$ cat src/rtl/sid_pkg.sv
// Shared constants and types for the SID voice waveform generator.
//   - CTRL_* : bit positions inside the voice control register
//   - LFSR_SEED / LFSR_TAP_* : noise LFSR reload value and feedback taps
//   - NOISE_TAPS : LFSR bits routed to the top 8 noise output bits, MSB first
//   - sid_sample_t : one 12-bit waveform sample
package sid_pkg;

  localparam int LFSR_W = 23;

  localparam int CTRL_GATE  = 0;
  localparam int CTRL_SYNC  = 1;
  localparam int CTRL_RING  = 2;
  localparam int CTRL_TEST  = 3;
  localparam int CTRL_TRI   = 4;
  localparam int CTRL_SAW   = 5;
  localparam int CTRL_PULSE = 6;
  localparam int CTRL_NOISE = 7;

  localparam logic [LFSR_W-1:0] LFSR_SEED = 23'h7FFFF8;
  localparam int LFSR_TAP_A = 22;
  localparam int LFSR_TAP_B = 17;

  localparam int NOISE_BITS = 8;
  localparam int NOISE_TAPS [NOISE_BITS] = '{22, 20, 16, 13, 11, 7, 4, 2};

  typedef logic [11:0] sid_sample_t;

endpackage

$ cat src/rtl/sid_noise_lfsr.sv
// 23-bit shift-left noise LFSR.
//   clk    : voice clock
//   rst    : synchronous active-high reset, loads SEED
//   step   : advance one position this cycle
//   reload : load SEED this cycle (wins over step)
//   lfsr   : current register value
module sid_noise_lfsr
  import sid_pkg::*;
#(
  parameter logic [LFSR_W-1:0] SEED = LFSR_SEED
) (
  input  logic              clk,
  input  logic              rst,
  input  logic              step,
  input  logic              reload,
  output logic [LFSR_W-1:0] lfsr
);

  always_ff @(posedge clk) begin
    if (rst || reload) begin
      lfsr <= SEED;
    end else if (step) begin
      lfsr <= {lfsr[LFSR_W-2:0], lfsr[LFSR_TAP_A] ^ lfsr[LFSR_TAP_B]};
    end
  end

endmodule

$ cat src/rtl/sid_wave_gen.sv
// SID voice waveform generator: turns one voice's accumulator phase into a
// 12-bit waveform sample and produces the accumulator-side sync/clear controls.
//   clk, rst     : voice clock, synchronous active-high reset
//   phase        : this voice's accumulator value
//   pw           : pulse-width register
//   control      : voice control register (gate, sync, ring, test, tri, saw, pulse, noise)
//   sync_in      : sync_out of the modulating voice
//   ring_msb_in  : phase MSB of the modulating voice
//   wave_out     : registered waveform sample (1 cycle after its inputs)
//   sync_out     : registered 1-cycle pulse on a 0->1 of this voice's phase MSB
//   acc_clear    : combinational, accumulator loads 0 on the next edge
module sid_wave_gen
  import sid_pkg::*;
#(
  parameter int                PHASE_W   = 24,
  parameter int                OUT_W     = 12,
  parameter logic [LFSR_W-1:0] LFSR_SEED = sid_pkg::LFSR_SEED
) (
  input  logic               clk,
  input  logic               rst,
  input  logic [PHASE_W-1:0] phase,
  input  logic [OUT_W-1:0]   pw,
  input  logic [7:0]         control,
  input  logic               sync_in,
  input  logic               ring_msb_in,
  output logic [OUT_W-1:0]   wave_out,
  output logic               sync_out,
  output logic               acc_clear
);

  // Bit 19 of a 24-bit accumulator clocks the noise LFSR.
  localparam int NOISE_CLK_BIT = PHASE_W - 5;

  logic              prev_msb;
  logic              prev_b19;
  logic [LFSR_W-1:0] lfsr;
  logic              lfsr_step;
  logic              msb_eff;
  logic [OUT_W-1:0]  saw_w;
  logic [OUT_W-1:0]  tri_w;
  logic [OUT_W-1:0]  pul_w;
  logic [OUT_W-1:0]  noi_w;
  logic [OUT_W-1:0]  mix_w;

  // Gate belongs to the envelope; low phase bits are below waveform resolution.
  logic unused_bits;
  assign unused_bits = ^{control[CTRL_GATE], phase[PHASE_W-OUT_W-2:0]};

  assign lfsr_step = ~prev_b19 & phase[NOISE_CLK_BIT];
  assign acc_clear = control[CTRL_TEST] | (control[CTRL_SYNC] & sync_in);

  sid_noise_lfsr #(
    .SEED (LFSR_SEED)
  ) u_lfsr (
    .clk    (clk),
    .rst    (rst),
    .step   (lfsr_step),
    .reload (control[CTRL_TEST]),
    .lfsr   (lfsr)
  );

  always_comb begin
    saw_w   = phase[PHASE_W-1 -: OUT_W];
    // Ring modulation replaces the fold bit with an XOR against the modulator MSB.
    msb_eff = phase[PHASE_W-1] ^ (control[CTRL_RING] & ring_msb_in);
    tri_w   = phase[PHASE_W-2 -: OUT_W] ^ {OUT_W{msb_eff}};
    pul_w   = (control[CTRL_TEST] || (saw_w >= pw)) ? '1 : '0;

    noi_w = '0;
    for (int i = 0; i < NOISE_BITS; i++) begin
      noi_w[OUT_W-1-i] = lfsr[NOISE_TAPS[i]];
    end

    // Multiple selected waveforms combine as a bitwise AND.
    mix_w = '1;
    if (control[CTRL_TRI])   mix_w = mix_w & tri_w;
    if (control[CTRL_SAW])   mix_w = mix_w & saw_w;
    if (control[CTRL_PULSE]) mix_w = mix_w & pul_w;
    if (control[CTRL_NOISE]) mix_w = mix_w & noi_w;
    if (control[CTRL_NOISE:CTRL_TRI] == 4'b0000) mix_w = '0;
  end

  always_ff @(posedge clk) begin
    if (rst) begin
      wave_out <= '0;
      sync_out <= 1'b0;
      prev_msb <= 1'b0;
      prev_b19 <= 1'b0;
    end else begin
      wave_out <= mix_w;
      sync_out <= ~prev_msb & phase[PHASE_W-1];
      prev_msb <= phase[PHASE_W-1];
      prev_b19 <= phase[NOISE_CLK_BIT];
    end
  end

endmodule
$ cat config.mk
export PLATFORM = sky130hd
export DESIGN_NAME = sid_wave_gen
export DESIGN_NICKNAME = d
export VERILOG_FILES = /design/src/rtl/sid_pkg.sv /design/src/rtl/sid_noise_lfsr.sv /design/src/rtl/sid_wave_gen.sv
export SDC_FILE = /design/constraint.sdc
export NUM_CORES = 1
export LEC_CHECK = 0
export ABC_AREA = 1
export BUFFER_PORTS_ARGS = -buffer_cell sky130_fd_sc_hd__buf_2
export CAP_MARGIN = 20
export CORE_UTILIZATION = 51
export DETAILED_ROUTE_END_ITERATION = 8
export HOLD_SLACK_MARGIN = 0.15
export PLACE_DENSITY = 0.77
export SYNTH_ARGS = -nofsm -noshare
export SYNTH_HDL_FRONTEND = slang
export SYNTH_SLANG_ARGS = --single-unit
$ cat constraint.sdc
create_clock -name clk -period 1.4 [get_ports clk]
set_input_delay 0.14 -clock clk [delete_from_list [all_inputs] [get_ports clk]]
set_output_delay 0.14 -clock clk [all_outputs]
set_load 0.01 [all_outputs]
==> results of run 1 <==
flip-flops by register name (all words and copies together), names as in the netlist:
signal and cells:
wave_out 12, u_lfsr.lfsr 23, prev_b19 1, sync_out 1, prev_msb 1
layer usage:
metal,part of all wire,vias up
met1,0.47,857
met4,0.020,0
li1,-,1024
met5,0,-
met3,0.061,8
met2,0.45,67
per-stage QoR:
step,cell area [µm²],instances,worst slack (ps)
after floorplan,2020,284,255
after global placement,2310,379,-24.9
after detailed placement,2310,379,-66.1
after CTS,2420,388,228
after global routing,2420,388,2.99
final,2420,388,216
tightest hold or removal path, stage by stage:
cell,delay [ps]
sky130_fd_sc_hd__buf_2,90
sky130_fd_sc_hd__buf_4,120
sky130_fd_sc_hd__inv_2,40
sky130_fd_sc_hd__nor2_1,70
layout make-up:
type | count | area, µm²
multi-input cells | 206 | 1040
well taps | 48 | 60.1
repair buffers | 62 | 358
inverters | 26 | 103
flip-flops and latches | 38 | 761
clock inverters | 2 | 12.5
clock buffers | 6 | 82.6
fillers | 356 | 1300
power groups by stage:
| stage | logic [µW] | clock network (µW) | registers (µW) |
|---|---|---|---|
| after floorplan | 297 | 0 | 1190 |
| after global placement | 449 | 0 | 1180 |
| after detailed placement | 460 | 0 | 1180 |
| after CTS | 463 | 786 | 1160 |
| after global routing | 534 | 831 | 1160 |
| final | 463 | 778 | 1160 |
timing repair:
action	in CTS	in global routing
hold buffers	1	0
endpoints found under the hold margin	3	0
setup endpoints to repair	0	0
resized for setup	0	0
synth_stat cells, drive strengths merged, types with 2 or more instances:
master / n
nand2: 86
nor2: 29
nand3: 36
clkinv: 2
ha: 12
a21oi: 16
inv: 24
dfxtp: 38
nand3b: 10
clkbuf: 2
o21ai: 3
o211ai: 2
o22ai: 8
buf: 12
cells by family after synthesis:
group,after synthesis,share of synthesized area
simple gates,163,0.352
flops,38,0.377
compound gates,30,0.0856
fa+ha+maj,12,0.0744
buf+inv,40,0.107
xor+xnor,1,0.00434
path summary, 6_finish.rpt:
path	to	slack [ps]	cells past startpoint	start
min reg2reg	sync_out$_SDFF_PP0_	390	1	prev_msb$_SDFF_PP0_
max reg2reg	u_lfsr.lfsr[1]$_SDFFE_PP0P_	320	4	prev_b19$_SDFF_PP0_
min	prev_msb$_SDFF_PP0_	210	4	phase[23]
max	wave_out[10]$_SDFF_PP0_	220	7	rst
==> out/results.ini, run 1 <==
[status]
outcome = finished clean

[critical_path]
timing.setup.critical_path_class = primary input to register
cells_along_the_critical_path = dlygate4sd3_1, buf_2, inv_1, nand2_1, nor2_1, nand2_1, a21oi_1
critPathMaxStageDelay_ps = 530
startpoint_type_of_the_worst_setup_path = primary input
crit_arrival_ps = 1400
path_buf_inv = 3
cp_slowest_cell = sky130_fd_sc_hd__dlygate4sd3_1
critical_path_required_time_ps = 1620
worstSetupEndpointType = register
cpLargestDelayFamily = buffers and inverters
critPathMostFrequentCell = sky130_fd_sc_hd__nand2_1
worstPathMaxFanout = 8

[floorplan]
fp.coreArea_um2 = 3720
width_of_the_chip_um = 64.9
design.portCount = 62
initial_utilization = 0.543
die_area_um2 = 4210
row_count = 22
die_h_um = 64.9

[global_route]
use_met1 = 0.282
pin_count_of_the_biggest_net_entering_global_routing = 25
antenna_violations_before_repair = 0
grt_pass1_wl_um = 7270
grt_util_all_layers = 0.223
grt-ovfl-total = 0
grt_util_met3 = 0.0458
met2_usage = 0.366
grt_pass1_vias = 1792
grt_busiest_layer = met2

[synthesis]
synth.net_count = 344
synth.cell_area_um2 = 2020
post-synth-top-area-fraction = 0.377
seq_area_frac_synth = 0.377
synth_cells = 284
synthesis.yosys.warnings = 0
post_synth_main_area_contributors = sky130_fd_sc_hd__dfxtp_1, sky130_fd_sc_hd__nand2_1, sky130_fd_sc_hd__nand3_1, sky130_fd_sc_hd__ha_1, sky130_fd_sc_hd__nor2_1
share_of_synthesized_registers_carrying_an_async_set_or_reset = 0
synth.largest_area_cell = sky130_fd_sc_hd__dfxtp_1
syn_area_per_cell_um2 = 7.11
yosys_most_used_dff = sky130_fd_sc_hd__dfxtp_1
yosys.cell_types.count = 28
synth_edf_count = 0
synth.ff_latch_count = 38

[place]
detailed_place_hpwl_um = 3160
finalWeightedCongestion = 0.831
placement.io_buffers = 49

[detailed_routing]
drc = 0
drt_iter0_markers = 64
route.vias.total = 1956
drtPass1Iterations = 4
avgRoutedWirePerCell_um = 10.7
postRouteAntennaNets = 0
drt-total-wl_um = 4170
post_drt_via_cell_ratio = 5.04

[sta]
grt_setup_unrepaired = no
period_minus_slack_ps = 1180
report.final.setup_viol = 0
fin_worst_hold_slack_ps = 211
max_freq_ghz = 0.845
worst-slew-pin-transition_ps = 364
worst_clock_skew_ps = 7.83
max-slew-margin-rel = 0.757
setup_total_negative_slack_ps = 0
final_max_slew_viol_count = 0
final_count_of_hold_timing_violations = 0
final.period_utilization = 0.845

[pwr]
sequentialPowerShare = 0.483
swShare = 0.278
pwr_density_cell_nw_per_um2 = 992
power_report.internal_total_uw = 1730
leakage_power_uw = 0.00129
p_clk_frac = 0.324
power_switching_uw = 667
combinationalPowerShare = 0.193
finalPower_uw = 2400
ir_drop_uv = 668

[finish]
layout.cells.most_common = sky130_fd_sc_hd__nand2_1
finish.net_count = 399
post_route_cells_drive_above_1_share = 0.226
postLayoutCoreUtil = 0.651
synthToLayoutAreaGrowth_pct = 19.8
layout_common_cells = sky130_fd_sc_hd__nand2_1, sky130_fd_sc_hd__buf_2, sky130_fd_sc_hd__dfxtp_1, sky130_fd_sc_hd__nand3_1, sky130_fd_sc_hd__nor2_1
n_antenna_cell = 0

[cts]
clkSinkCount = 38
cts-root-to-sink-buffers = 2
total_setup_buffers_inserted_after_cts = 0
clock_latency_ps = 290
cts_tree = done
clock-root-buffer = sky130_fd_sc_hd__clkbuf_8
cts_buffers = 5
cts.htree.levels = 2
clkSlewWorstSetupHoldPaths_ps = 70

[job]
maxCapViolations = 0

[min_path]
hp-class = primary input to register

No activity file was read; power rests on OpenSTA's default activity.
==> inputs of run 2 (changes only) <==
--- a/config.mk
+++ b/config.mk
@@ -8,10 +8,10 @@
 export ABC_AREA = 1
 export BUFFER_PORTS_ARGS = -buffer_cell sky130_fd_sc_hd__buf_2
 export CAP_MARGIN = 20
-export CORE_UTILIZATION = 51
+export CORE_UTILIZATION = 46
 export DETAILED_ROUTE_END_ITERATION = 8
 export HOLD_SLACK_MARGIN = 0.15
-export PLACE_DENSITY = 0.77
+export PLACE_DENSITY = 0.74
 export SYNTH_ARGS = -nofsm -noshare
 export SYNTH_HDL_FRONTEND = slang
 export SYNTH_SLANG_ARGS = --single-unit
==> constraint.sdc (replaced) <==
create_clock -name clk -period 1 [get_ports clk]
set_input_delay 0.1 -clock clk [delete_from_list [all_inputs] [get_ports clk]]
set_output_delay 0.1 -clock clk [all_outputs]
set_load 0.01 [all_outputs]
==> run 2 against run 1 <==
The run now ends with setup timing left. Final area rose by 23%. Critical path depth rose by 2. Cell count rose by 5.2%. Via count rose by 6.7%. Worst setup slack got worse by 230 ps. Global-route usage fell by 0.46 points. Register-to-register slack got worse by 300 ps. Non-clock buffer count rose by 17. Die area rose by 11%. Critical endpoint is now wave_out[11]$_SDFF_PP0_. Highest routed layer unchanged.
==> out/results.ini, run 2 (synthesized netlist as in run 1, its figures left out) <==
[cts]
cts-root-to-sink-buffers = 2  ; unchanged
cts_buffers = 5  ; unchanged
total_setup_buffers_inserted_after_cts = 0  ; unchanged
clock-root-buffer = sky130_fd_sc_hd__clkbuf_8  ; unchanged
clkSlewWorstSetupHoldPaths_ps = 70  ; about the same
clkSinkCount = 38  ; unchanged
clock_latency_ps = 290  ; about the same
cts.htree.levels = 2  ; unchanged
cts_tree = done  ; unchanged

[critical_path]
r2r-start = prev_b19$_SDFF_PP0_  ; unchanged
r2r-end = u_lfsr.lfsr[18]$_SDFFE_PP1P_  ; was u_lfsr.lfsr[1]$_SDFFE_PP0P_
cpLargestDelayFamily = simple AND/OR/NAND/NOR gates  ; was buffers and inverters
startpoint_type_of_the_worst_setup_path = primary input  ; unchanged
setup.worst_path.start = phase[22]  ; was rst
worst_setup_path_endpoint = wave_out[11]$_SDFF_PP0_  ; was wave_out[10]$_SDFF_PP0_
crit_arrival_ps = 1220  ; was 1400 ps
cp_slowest_cell = sky130_fd_sc_hd__ha_4  ; was sky130_fd_sc_hd__dlygate4sd3_1
path_buf_inv = 2  ; was 3
r2r.worst_path.cells = 4  ; unchanged
critical_path_required_time_ps = 1220  ; was 1620 ps
timing.setup.critical_path_class = primary input to register  ; unchanged
cells_along_the_critical_path = buf_4, ha_4, nand2_4, nor2_4, nand2_1, nor2_1, nand2_2, clkbuf_16, a21oi_2  ; was dlygate4sd3_1, buf_2, inv_1, nand2_1, nor2_1, nand2_1, a21oi_1
worstSetupEndpointType = register  ; unchanged
regToRegSetupSlack_ps = 20  ; was 320 ps
timing.critical_path.depth = 9  ; was 7
critPathMaxStageDelay_ps = 260  ; was 530 ps
worstPathMaxFanout = 6  ; was 8

[global_route]
grt-ovfl-total = 0  ; unchanged
grt_pass1_vias = 1747  ; was 1792
antenna_violations_before_repair = 0  ; unchanged
grt_pass1_wl_um = 7620  ; was 7270 µm
pin_count_of_the_biggest_net_entering_global_routing = 25  ; unchanged
grt_util_all_layers = 0.219  ; was 0.223

[finish]
final_design_area_no_fill_um2 = 2960  ; was 2420 µm²
postLayoutCoreUtil = 0.720  ; was 0.651
synthToLayoutAreaGrowth_pct = 46.8  ; was 19.8%
biggestRegsByFlops = u_lfsr.lfsr: 23 flops, wave_out: 12 flops  ; unchanged
layout.cells.most_common = sky130_fd_sc_hd__nand2_1  ; unchanged
regMostFlops = u_lfsr.lfsr  ; unchanged
flip_flop_count_of_the_largest_register_all_copies_and_words_added = 23  ; unchanged
finish.net_count = 418  ; was 399
n_antenna_cell = 0  ; unchanged
layout_common_cells = sky130_fd_sc_hd__nand2_1, sky130_fd_sc_hd__buf_2, sky130_fd_sc_hd__dfxtp_1, sky130_fd_sc_hd__nor2_1, sky130_fd_sc_hd__nand3_1  ; was sky130_fd_sc_hd__nand2_1, sky130_fd_sc_hd__buf_2, sky130_fd_sc_hd__dfxtp_1, sky130_fd_sc_hd__nand3_1, sky130_fd_sc_hd__nor2_1
post_route_cells_drive_above_1_share = 0.402  ; was 0.226

[pwr]
combinationalPowerShare = 0.232  ; was 0.193
power_report.internal_total_uw = 2810  ; was 1730 µW
swShare = 0.271  ; was 0.278
pwr_density_cell_nw_per_um2 = 1300  ; was 992 nW/µm²
leakage_power_uw = 0.00145  ; was 0.00129 µW
power_switching_uw = 1050  ; was 667 µW
sequentialPowerShare = 0.422  ; was 0.483
finalPower_uw = 3850  ; was 2400 µW
p_clk_frac = 0.346  ; was 0.324
ir_drop_uv = 585  ; was 668 µV

[detailed_routing]
route.vias.total = 2087  ; was 1956
drt-total-wl_um = 5090  ; was 4170 µm
avgRoutedWirePerCell_um = 12.5  ; was 10.7 µm
drt_iter0_markers = 163  ; was 64
drc = 0  ; unchanged
drtPass1Iterations = 4  ; unchanged
post_drt_via_cell_ratio = 5.12  ; was 5.04
postRouteAntennaNets = 0  ; unchanged

[min_path]
hp-class = primary input to register  ; unchanged

[sta]
grt_setup_unrepaired = yes  ; was no
final_max_slew_viol_count = 0  ; unchanged
max-slew-margin-rel = 0.830  ; was 0.757
postLayoutSetupSlackWorst_ps = -9.53  ; was 216 ps
setup_total_negative_slack_ps = -15.2  ; was 0 ps
fin_worst_hold_slack_ps = 213  ; was 211 ps
report.final.setup_viol = 2  ; was 0
final_count_of_hold_timing_violations = 0  ; unchanged
max_freq_ghz = 0.991
period_minus_slack_ps = 1010
final.period_utilization = 1.01
worst_clock_skew_ps = 5.81  ; was 7.83 ps
worst-slew-pin-transition_ps = 254  ; was 364 ps

[floorplan]
die_h_um = 68.2  ; was 64.9 µm
die_area_um2 = 4660  ; was 4210 µm²
initial_utilization = 0.490  ; was 0.543
design.portCount = 62  ; unchanged
width_of_the_chip_um = 68.2  ; was 64.9 µm
fp.coreArea_um2 = 4120  ; was 3720 µm²
row_count = 23  ; was 22

[status]
outcome = finished with violations  ; was finished clean
violated_checks = setup timing

[place]
finalWeightedCongestion = 0.840  ; was 0.831
detailed_place_hpwl_um = 3410  ; was 3160 µm
placed_area_um2 = 2590  ; was 2310 µm²
placement.io_buffers = 49  ; unchanged

[job]
maxCapViolations = 0  ; unchanged

[run 2: power groups by stage]
stage          clock network [µW]  logic, µW  registers (µW)
2_1_floorplan                   0        470            1670
3_3_place_gp                    0        745            1660
3_5_place_dp                    0        762            1660
4_1_cts                      1330        772            1620
5_1_grt                      1400        999            1640
6_report                     1330        895            1630
[run 2: worst reg2reg max path, stage by stage (launching register included)]
cell and delay, ps:
sky130_fd_sc_hd__dfxtp_2 330, sky130_fd_sc_hd__or2_4 270, sky130_fd_sc_hd__buf_8 160, sky130_fd_sc_hd__nand2_2 60, sky130_fd_sc_hd__o211ai_2 60
[run 2: final cells by class]
cell class,count,area [µm²]
repair buffers,79,597
clock buffers,6,82.6
flip-flops and latches,38,762
well taps,50,62.6
inverters,26,130
clock inverters,1,30.0
multi-input cells,207,1290
repair inverters,1,8.76
fillers,325,1150
[run 2: worst min-delay path by stage]
stage / start / to / slack [ps] / cells after the start
final: phase[11] / wave_out[0]$_SDFF_PP0_ / 210 / 5
after global routing: phase[11] / wave_out[0]$_SDFF_PP0_ / 220 / 5
after detailed placement: rst / prev_b19$_SDFF_PP0_ / 330 / 2
after CTS: phase[11] / wave_out[0]$_SDFF_PP0_ / 180 / 5
after global placement: rst / prev_b19$_SDFF_PP0_ / 320 / 2
after floorplan: rst / prev_b19$_SDFF_PP0_ / 170 / 1
[run 2: stage by stage]
stage | instances | setup WS, ps
3_3_place_gp | 396 | -279
3_5_place_dp | 396 | -281
4_1_cts | 404 | -1.63
2_1_floorplan | 284 | -41.6
5_1_grt | 408 | -61.4
6_report | 408 | -9.53
[run 2: layer usage]
| layer | global-route usage | up-vias | share of wire |
|---|---|---|---|
| met1 | 0.291 | 924 | 0.44 |
| met2 | 0.344 | 86 | 0.47 |
| li1 | - | 1068 | - |
| met4 | 0.0755 | 0 | 0.016 |
| met5 | 0 | - | 0 |
| met3 | 0.0483 | 9 | 0.067 |
[run 2: repair_timing]
action                     4_1_cts  5_1_grt
resized for setup                1       52
pin swaps                        0       12
hold endpoints to repair         3        0
hold buffers                     1        0
gates cloned                     0        4
setup endpoints to repair       23       35
